$ cat src/rtl/tb6612_ctrl_pkg.sv
// Shared encodings for the TB6612 H-bridge sequencer: command opcodes,
// channel and global state types, and the IN1/IN2 pin map per channel state.
package tb6612_ctrl_pkg;

   localparam logic [1:0] OP_COAST = 2'b00;
   localparam logic [1:0] OP_CW    = 2'b01;
   localparam logic [1:0] OP_CCW   = 2'b10;
   localparam logic [1:0] OP_BRAKE = 2'b11;

   typedef enum logic [2:0] {
      CH_COAST,
      CH_CW,
      CH_CCW,
      CH_BRAKE,
      CH_REV_BRAKE
   } chan_state_t;

   typedef enum logic [1:0] {
      G_SLEEP,
      G_WAKE,
      G_ACTIVE
   } glb_state_t;

   // {IN1, IN2} for a channel state
   function automatic logic [1:0] chan_drive(input chan_state_t s);
      logic [1:0] d;
      case (s)
         CH_CW:        d = 2'b10;
         CH_CCW:       d = 2'b01;
         CH_BRAKE:     d = 2'b11;
         CH_REV_BRAKE: d = 2'b11;
         default:      d = 2'b00;
      endcase
      return d;
   endfunction

endpackage

$ cat src/rtl/tb6612_chan_fsm.sv
// One TB6612 channel: direction FSM, reversal brake counter, duty register
// and registered IN1/IN2/PWM pins. TB6612_SOFT_RAMP_EN enables duty ramping.
module tb6612_chan_fsm
   import tb6612_ctrl_pkg::*;
#(
   parameter int unsigned PWM_BITS     = 8,
   parameter int unsigned BRAKE_CYCLES = 16
) (
   input  logic                clk,
   input  logic                rst_n,
   input  logic                cmd_we,
   input  logic [1:0]          cmd_op,
   input  logic [PWM_BITS-1:0] cmd_speed,
   input  logic                wrap,
   input  logic [PWM_BITS-1:0] cnt_nxt,
   output logic                in1,
   output logic                in2,
   output logic                pwm,
   output logic                busy,
   output logic                stall,
   output logic                coast
);

   localparam int unsigned   BW       = (BRAKE_CYCLES > 1) ? $clog2(BRAKE_CYCLES) : 1;
   localparam logic [BW-1:0] BRK_LOAD = BW'(BRAKE_CYCLES - 1);

   chan_state_t         st_q, st_d, pend_q, pend_d, dir, opp;
   logic [BW-1:0]       brk_q, brk_d;
   logic [PWM_BITS-1:0] tgt_q, tgt_d, duty_q, duty_d;
`ifdef TB6612_SOFT_RAMP_EN
   logic                rev_q, rev_d;
   logic [PWM_BITS-1:0] pspd_q, pspd_d;
`endif

   always_comb begin
      st_d   = st_q;
      pend_d = pend_q;
      brk_d  = brk_q;
      tgt_d  = tgt_q;
      duty_d = duty_q;
      dir    = (cmd_op == OP_CCW) ? CH_CCW : CH_CW;
      opp    = (cmd_op == OP_CCW) ? CH_CW : CH_CCW;
`ifdef TB6612_SOFT_RAMP_EN
      rev_d  = rev_q;
      pspd_d = pspd_q;
`endif
      if (st_q == CH_REV_BRAKE) begin
         if (brk_q == '0) st_d = pend_q;
         else             brk_d = brk_q - 1'b1;
`ifdef TB6612_SOFT_RAMP_EN
      end else if (rev_q) begin
         // old direction is kept until the ramp-down reaches zero duty
         if (duty_q == '0) begin
            st_d  = CH_REV_BRAKE;
            brk_d = BRK_LOAD;
            tgt_d = pspd_q;
            rev_d = 1'b0;
         end
`endif
      end else if (cmd_we) begin
         case (cmd_op)
            OP_COAST: begin st_d = CH_COAST; tgt_d = '0; end
            OP_BRAKE: begin st_d = CH_BRAKE; tgt_d = '0; end
            default: begin
               if (st_q == opp) begin
                  pend_d = dir;
`ifdef TB6612_SOFT_RAMP_EN
                  rev_d  = 1'b1;
                  pspd_d = cmd_speed;
                  tgt_d  = '0;
`else
                  st_d   = CH_REV_BRAKE;
                  brk_d  = BRK_LOAD;
                  tgt_d  = cmd_speed;
`endif
               end else begin
                  st_d  = dir;
                  tgt_d = cmd_speed;
               end
            end
         endcase
      end
      if (wrap) begin
`ifdef TB6612_SOFT_RAMP_EN
         if (duty_q < tgt_q)      duty_d = duty_q + 1'b1;
         else if (duty_q > tgt_q) duty_d = duty_q - 1'b1;
`else
         duty_d = tgt_q;
`endif
      end
   end

   // pins come from next-state values so they line up with the state register
   always_ff @(posedge clk or negedge rst_n) begin
      if (!rst_n) begin
         st_q   <= CH_COAST;
         pend_q <= CH_COAST;
         brk_q  <= '0;
         tgt_q  <= '0;
         duty_q <= '0;
         in1    <= 1'b0;
         in2    <= 1'b0;
         pwm    <= 1'b0;
      end else begin
         st_q       <= st_d;
         pend_q     <= pend_d;
         brk_q      <= brk_d;
         tgt_q      <= tgt_d;
         duty_q     <= duty_d;
         {in1, in2} <= chan_drive(st_d);
         pwm        <= (st_d == CH_CW || st_d == CH_CCW) ? (cnt_nxt < duty_d) : 1'b1;
      end
   end

`ifdef TB6612_SOFT_RAMP_EN
   always_ff @(posedge clk or negedge rst_n) begin
      if (!rst_n) begin
         rev_q  <= 1'b0;
         pspd_q <= '0;
      end else begin
         rev_q  <= rev_d;
         pspd_q <= pspd_d;
      end
   end

   assign stall = (st_q == CH_REV_BRAKE) || rev_q;
`else
   assign stall = (st_q == CH_REV_BRAKE);
`endif

   assign busy  = (st_q == CH_REV_BRAKE);
   assign coast = (st_q == CH_COAST);

endmodule

$ cat src/rtl/tb6612_motor_ctrl.sv
// TB6612 dual H-bridge sequencer: global sleep/wake/active FSM, shared PWM
// counter, idle timer and command handshake. Optional: TB6612_SOFT_RAMP_EN.
module tb6612_motor_ctrl
   import tb6612_ctrl_pkg::*;
#(
   parameter int unsigned PWM_BITS     = 8,
   parameter int unsigned BRAKE_CYCLES = 16,
   parameter int unsigned WAKE_CYCLES  = 32,
   parameter int unsigned IDLE_CYCLES  = 1024
) (
   input  logic                clk,
   input  logic                rst_n,
   input  logic                cmd_valid,
   output logic                cmd_ready,
   input  logic                cmd_ch,
   input  logic [1:0]          cmd_op,
   input  logic [PWM_BITS-1:0] cmd_speed,
   output logic                AIN1,
   output logic                AIN2,
   output logic                PWMA,
   output logic                BIN1,
   output logic                BIN2,
   output logic                PWMB,
   output logic                STBY,
   output logic [1:0]          ch_busy
);

   localparam int unsigned         WW       = (WAKE_CYCLES > 1) ? $clog2(WAKE_CYCLES) : 1;
   localparam int unsigned         IW       = (IDLE_CYCLES > 1) ? $clog2(IDLE_CYCLES) : 1;
   localparam logic [PWM_BITS-1:0] CNT_LAST = {{(PWM_BITS-1){1'b1}}, 1'b0};

   glb_state_t          gst_q, gst_d;
   logic [WW-1:0]       wake_q, wake_d;
   logic [IW-1:0]       idle_q, idle_d;
   logic [PWM_BITS-1:0] cnt_q, cnt_nxt;
   logic                wrap, accept, we_a, we_b;
   logic                stall_a, stall_b, coast_a, coast_b, busy_a, busy_b;

   assign cmd_ready = (gst_q == G_ACTIVE) && !(cmd_ch ? stall_b : stall_a);
   assign accept    = cmd_valid && cmd_ready;
   assign we_a      = accept && !cmd_ch;
   assign we_b      = accept && cmd_ch;
   assign wrap      = (gst_q == G_ACTIVE) && (cnt_q == CNT_LAST);
   assign cnt_nxt   = ((gst_q != G_ACTIVE) || wrap) ? '0 : cnt_q + 1'b1;
   assign ch_busy   = {busy_b, busy_a};

   always_comb begin
      gst_d  = gst_q;
      wake_d = wake_q;
      idle_d = idle_q;
      case (gst_q)
         G_SLEEP: begin
            // the waking command stays on the bus until ACTIVE accepts it
            if (cmd_valid) begin
               gst_d  = G_WAKE;
               wake_d = '0;
            end
         end
         G_WAKE: begin
            if (wake_q == WW'(WAKE_CYCLES - 1)) begin
               gst_d  = G_ACTIVE;
               idle_d = '0;
            end else begin
               wake_d = wake_q + 1'b1;
            end
         end
         G_ACTIVE: begin
            if (accept || !(coast_a && coast_b)) begin
               idle_d = '0;
            end else if (idle_q == IW'(IDLE_CYCLES - 1)) begin
               gst_d  = G_SLEEP;
               idle_d = '0;
            end else begin
               idle_d = idle_q + 1'b1;
            end
         end
         default: gst_d = G_SLEEP;
      endcase
   end

   always_ff @(posedge clk or negedge rst_n) begin
      if (!rst_n) begin
         gst_q  <= G_SLEEP;
         wake_q <= '0;
         idle_q <= '0;
         cnt_q  <= '0;
         STBY   <= 1'b0;
      end else begin
         gst_q  <= gst_d;
         wake_q <= wake_d;
         idle_q <= idle_d;
         cnt_q  <= cnt_nxt;
         STBY   <= (gst_d != G_SLEEP);
      end
   end

   tb6612_chan_fsm #(
      .PWM_BITS     (PWM_BITS),
      .BRAKE_CYCLES (BRAKE_CYCLES)
   ) u_chan_a (
      .clk       (clk),
      .rst_n     (rst_n),
      .cmd_we    (we_a),
      .cmd_op    (cmd_op),
      .cmd_speed (cmd_speed),
      .wrap      (wrap),
      .cnt_nxt   (cnt_nxt),
      .in1       (AIN1),
      .in2       (AIN2),
      .pwm       (PWMA),
      .busy      (busy_a),
      .stall     (stall_a),
      .coast     (coast_a)
   );

   tb6612_chan_fsm #(
      .PWM_BITS     (PWM_BITS),
      .BRAKE_CYCLES (BRAKE_CYCLES)
   ) u_chan_b (
      .clk       (clk),
      .rst_n     (rst_n),
      .cmd_we    (we_b),
      .cmd_op    (cmd_op),
      .cmd_speed (cmd_speed),
      .wrap      (wrap),
      .cnt_nxt   (cnt_nxt),
      .in1       (BIN1),
      .in2       (BIN2),
      .pwm       (PWMB),
      .busy      (busy_b),
      .stall     (stall_b),
      .coast     (coast_b)
   );

endmodule
$ cat config.mk
export PLATFORM = sky130hd
export DESIGN_NAME = tb6612_motor_ctrl
export DESIGN_NICKNAME = d
export VERILOG_FILES = /design/src/rtl/tb6612_ctrl_pkg.sv /design/src/rtl/tb6612_chan_fsm.sv /design/src/rtl/tb6612_motor_ctrl.sv
export SDC_FILE = /design/constraint.sdc
export NUM_CORES = 1
export LEC_CHECK = 0
export ABC_AREA = 1
export BUFFER_PORTS_ARGS = -buffer_cell sky130_fd_sc_hd__buf_2
export CORE_MARGIN = 2
export CORE_UTILIZATION = 56
export CTS_CLUSTER_SIZE = 30
export DETAILED_ROUTE_END_ITERATION = 10
export HOLD_SLACK_MARGIN = 0.1
export PLACE_DENSITY = 0.74
export RECOVER_POWER = 100
export SLEW_MARGIN = 20
export SYNTH_ARGS = -nofsm -noshare
export SYNTH_HDL_FRONTEND = slang
export SYNTH_SLANG_ARGS = --single-unit
$ cat constraint.sdc
create_clock -name clk -period 2.7 [get_ports clk]
set_input_delay 0.135 -clock clk [delete_from_list [all_inputs] [get_ports clk]]
set_output_delay 0.135 -clock clk [all_outputs]
set_load 0.03 [all_outputs]
Yosys cells after proc, flatten, opt, wreduce, memory -nomap -nowiden
Index checks and enable logic that the tools add are counted.
Widths: inputs -> output; s select.
- eq/ne operators: 27
- $add $sub $neg: 5
- muxes and demuxes: 43
- reduce and logical (&&, ||, !) cells: 37
- bitwise gates (word level): 3
- $lt $le $gt $ge: 2
- operators with widths (kind ; number):
    $mux 4 ; 10
    $mux 8 ; 4
    $mux 10 ; 3
    $mux 3 ; 8
    $pmux 10 s2 ; 1
    $pmux 2 s3 ; 3
    $lt 8x8->1 ; 2
    $reduce_and 4->1 ; 4
    $reduce_bool 2->1 ; 7
    $eq 3x2->1 const B ; 4
    $eq 3x3->1 const B ; 4
    $mux 2 ; 6
    $ne 2x2->1 const B ; 6
    $pmux 3 s2 ; 2
    $add 10x1->10 const B ; 1
    $eq 10x10->1 const B ; 1
    $mux 5 ; 2
    $pmux 5 s2 ; 1
    $add 8x1->8 const B ; 1
    $eq 8x8->1 const B ; 1
    $logic_not 4->1 ; 2
    $sub 4x1->4 const B ; 2
    $eq 2x2->1 const B ; 3
    $eq 3x1->1 const B ; 2
    other kinds (15) ; 37
- register bits: 84
- input bits: 14
- output and inout bits: 10
- word-level logic and storage cells: 138

Depth between registers and ports, before layout
- depth in word-level cells: 11
- gate-level depth with buffers: 17

Cells and area by module
From an unflattened synthesis, not the netlist that was laid out.
- cells, all modules: 566
- area total of the unflattened synthesis: 4515.6 um^2
- by module, submodules not included (module ; cells an instance ; area each (um^2) ; times used):
    tb6612_chan_fsm at u_chan_a ; 187 ; 1516.5 ; 1
    tb6612_chan_fsm at u_chan_b ; 186 ; 1507.7 ; 1
    tb6612_motor_ctrl ; 193 ; 1491.4 ; 1

Worst setup path after synthesis
No wires, ideal clock.
- path kind: register to register
- from: register cnt_q[0]
- to: register u_chan_a.pwm
- setup slack: 487 ps
- library setup time: 65 ps
- stages on the path, launching flop included: 16
- clock period less this slack: 2213 ps
- arrival time: 2148 ps
- required time: 2635 ps
- cells stage by stage: dfrtp_1 inv_1 ha_1 inv_1 nor2_1 nand3_1 buf_2 buf_2 nand2_1 o21ai_0 ha_1 a21oi_1 nor2_1 a211oi_1 nand2_1 nand2_1
- longest elaborated chain between the ends: 6
- elaborated cells on any way between the ends: 8
- ends and longest elaborated chain (item ; RTL line ; source):
    start, declared ; tb6612_motor_ctrl.sv:35 ; logic [PWM_BITS-1:0] cnt_q, cnt_nxt;
    start signal, assigned ; tb6612_motor_ctrl.sv:92 ; cnt_q <= cnt_nxt;
    parallel branches: the longest is 4 deep, another holds $add 8x1->8 ; -- ;
    $lt 8x8->1 (*) ; tb6612_chan_fsm.sv:111 ; pwm <= (st_d == CH_CW || st_d == CH_CCW) ? (cnt_nxt < duty_d) : 1'b1;
    $mux 1 (*) ; tb6612_chan_fsm.sv:111 ;
    end signal, assigned ; tb6612_chan_fsm.sv:111 ;
    end, declared ; tb6612_chan_fsm.sv:18 ; output logic pwm,
Mark *: on every way between the ends.
A chain may end at the register's enable or synchronous reset.

Worst setup path in the final report
- from: register cnt_q[0]
- to: register u_chan_b.pwm
- longest elaborated chain between the ends: 6
- elaborated cells on any way between the ends: 8
- ends and longest elaborated chain (item ; RTL line):
    parallel branches: the longest is 4 deep, another holds $add 8x1->8 ; --
    $lt 8x8->1 (*) ; tb6612_chan_fsm.sv:111
    $mux 1 (*) ; tb6612_chan_fsm.sv:111
    end signal, assigned ; tb6612_chan_fsm.sv:111
    end, declared ; tb6612_chan_fsm.sv:18
Marked as above.

==> results.cfg <==
[global_route]
antenna_found_initial = 0
grt_pass1_vias = 3437
grt_pass1_wl_um = 14980
grt_max_degree = 83
grt_usage_pct = 22.08
gr-total-overflow = 0

[sta]
rsz0062_at_grt = no
fin_skew_ps = 10.37
hold_viol = 0
fin_setup_tns_ps = 0
min_period_ps = 2426
setup_viol = 0
worst_pin_slew_ps = 1964
post-route-period-util_pct = 89.85
slew_headroom_pct = -30.96
max_freq_mhz = 412.2
slew_viol_final = 83

[clock_network]
cts_resized = 0
clock_path_buffers = 2
cts.sinks = 82
numCtsBuffers = 9
cts_root_buffer = clkbuf_8
path_clk_slew_ps = 80
htreeDepth = 3
hold_buffers = 9
worstSkewPairLatency_ps = 350
cts_tree = yes
cts_setup_buffers = 0

[power_and_ir_drop]
powerDensity_mw_per_mm2 = 720.9
peakVddDrop_uv = 504.3
p_leak_nw = 2.575

[die]
die-height_um = 91.66
die_area_mm2 = 0.008401
rows = 31
initial_utilization_pct = 58.70
fp.dieW_um = 91.66
io_pins = 24
core_area_mm2 = 0.007331

[placement]
dp.cells = 633
dp_hpwl_um = 5979
gp_congestion = 0.8493
io_buffers = 23

[hold_path]
worstHoldStart = cmd_ch
hold_class = in2reg

[finish]
fillers = 651
ff_latch_area_mm2 = 0.002052
final_cell_mix = 121 x nand2_1, 85 x inv_1, 82 x dfrtp_1
drive_above_1_share_pct = 6.440
nets = 593
fin_cells = 658
layout_commonest_cell = nand2_1
multi_input_comb_area_mm2 = 0.001795
diodes = 0
syn_to_final_growth_pct = 9.509

[yosys]
yosys_warnings = 0
syn_inst = 518
ys_seq_area_share_pct = 47.69
ys_types = 36
postSynthAreaPerCell_um2 = 8.307
syn-num-nets = 557
ys_ff_latch = 82
mappedNetlistArea_mm2 = 0.004303

[drt]
drt-initial-drc-count = 206
ant_nets = 0
drt-total-wl_um = 8166
wl_per_cell_um = 12.41
drc = 0
drtPass1Iterations = 4
vias_per_cell = 5.068
routed-via-count = 3335

[flow_run]
drv_cap = 1

[setup_path]
crit_start = cnt_q[0]
slowest_stage = dfrtp_1
path_buf_inv = 3
cp_data_arrival_time_ps = 2710
path_delay_family = compound AO/OA/AOI/OAI gates
critPathKind = reg2reg
cpPeakStageDelay_ps = 410
path_cells = inv_1 > ha_1 > inv_1 > nor2_1 > nand3_1 > buf_4 > o21ai_0 > ha_1 > a21oi_1 > nor2_1 > a211oi_1 > nand2_1 > nand2_1
crit_fanout = 8
reg2reg_from = cnt_q[0]
crit_required_ps = 2980
cp-start-kind = register
endpoint_kind = register

[outcome]
violations = max-capacitance violations, max-slew violations
status = finished with violations
## Yosys cell counts
library cell  instances  share of area, %
a211oi_1              3              0.52
a21oi_1              14               1.6
a22o_1                2              0.41
a22oi_1               2              0.35
and2_1                2              0.29
and3_1                2              0.29
buf_2                 3              0.35
buf_4                 5              0.87
clkbuf_1              2              0.17
dfrtp_1              82                48
ha_1                 25               7.3
inv_1                85               7.4
inv_2                 4              0.35
nand2_1             118                10
nand2_2               4              0.58
nand3_1              36               4.2
nand3_2               2              0.47
nand3_4               1              0.41
nand3b_1              4              0.70
nand3b_2              1              0.26
nand4_1               4              0.58
nor2_1               38               3.3
nor2_2                4              0.58
nor2_4                1              0.26
nor2_8                1              0.47
nor3_1                9               1.0
nor3b_1               3              0.52
o21a_1                1              0.17
o21ai_0              38               4.4
o21ai_1               1              0.12
o21ai_2               6               1.2
o21bai_1              1              0.17
o22ai_1               4              0.58
or3b_1                1              0.20
xnor2_1               2              0.41
xor2_1                7               1.4
## where the power goes
group / internal [mW] / leakage, nW / switching (mW) / total (mW)
sequential: 1.44 / 1.03 / 0.149 / 1.59
combinational: 0.334 / 1.44 / 0.600 / 0.934
clock: 0.454 / 0.0966 / 0.422 / 0.876
total: 2.23 / 2.57 / 1.17 / 3.40
## worst reg2reg max path, delay by kind of cell (launching register included)
| family | cells | cell delay [ps] |
|---|---|---|
| AND/OR/NAND/NOR | 5 | 530 |
| AO/OA/AOI/OAI | 3 | 640 |
| adder cells (fa/ha/maj) | 2 | 460 |
| buffers and inverters | 3 | 320 |
| flip-flops | 1 | 410 |
## area by class of cell
type                       count  area share [%]
inverter                      89           7.090
timing repair buffer          35           4.461
clock buffer                  12           3.080
clock inverter                 4           1.089
tap                           99           2.629
sequential                    82           43.55
multi-input combinational    337           38.10
## worst paths after layout
| path | endpoint | slack (ps) | depth (start not counted) |
|---|---|---|---|
| max reg2reg | u_chan_b.pwm | 270 | 13 |
| max | u_chan_b.pwm | 270 | 13 |
| min reg2reg | u_chan_b.pend_q[1] | 490 | 2 |
| max in group asynchronous | u_chan_b.st_q[0] | 650 | 2 |
| min | u_chan_b.st_q[0] | 250 | 3 |
| min in group asynchronous | idle_q[7] | 870 | 2 |
## registers in the layout, indices dropped and copies added (netlist names), 2 cells and up
signal and count:
u_chan_b.tgt_q 8, u_chan_a.pend_q 2, u_chan_b.st_q 3, u_chan_a.brk_q 4, u_chan_b.duty_q 8, idle_q 10, gst_q 2, u_chan_a.st_q 3
u_chan_b.pend_q 2, u_chan_a.tgt_q 8, u_chan_a.duty_q 8, u_chan_b.brk_q 4, wake_q 5, cnt_q 8
## routing by layer
| layer | GRT usage, % | vias to the layer above | share of wire, % |
|---|---|---|---|
| met5 | 0 | - | 0 |
| met4 | 7.449 | 0 | 1.5 |
| met3 | 3.862 | 7 | 2.2 |
| met2 | 37.32 | 36 | 49 |
| met1 | 28.85 | 1561 | 48 |
| li1 | - | 1731 | - |
## cells by family (layout without fill, tap and decap cells)
| group | after synthesis | count (layout) | share of synthesized area (%) |
|---|---|---|---|
| XOR/XNOR | 9 | 9 | 1.832 |
| buffers and inverters | 99 | 140 | 9.160 |
| adder cells (fa/ha/maj) | 25 | 25 | 7.270 |
| AO/OA/AOI/OAI | 72 | 72 | 9.596 |
| AND/OR/NAND/NOR | 231 | 231 | 24.45 |
| flip-flops | 82 | 82 | 47.69 |
## per-stage QoR
stage	util (%)	setup WS [ps]	total power [mW]	area [µm²]	hold WS [ps]
floorplan	-	487.1	2.340	4303	-160.6
global placement	61.48	502.8	2.523	4507	369.9
detailed placement	61.48	322.9	2.571	4507	368.8
CTS	65.39	296.0	3.459	4793	217.5
global route	64.28	52.24	3.652	4712	250.7
finish	64.28	274.2	3.397	4712	245.4
Note: power is estimated with default switching activity, not from simulation.
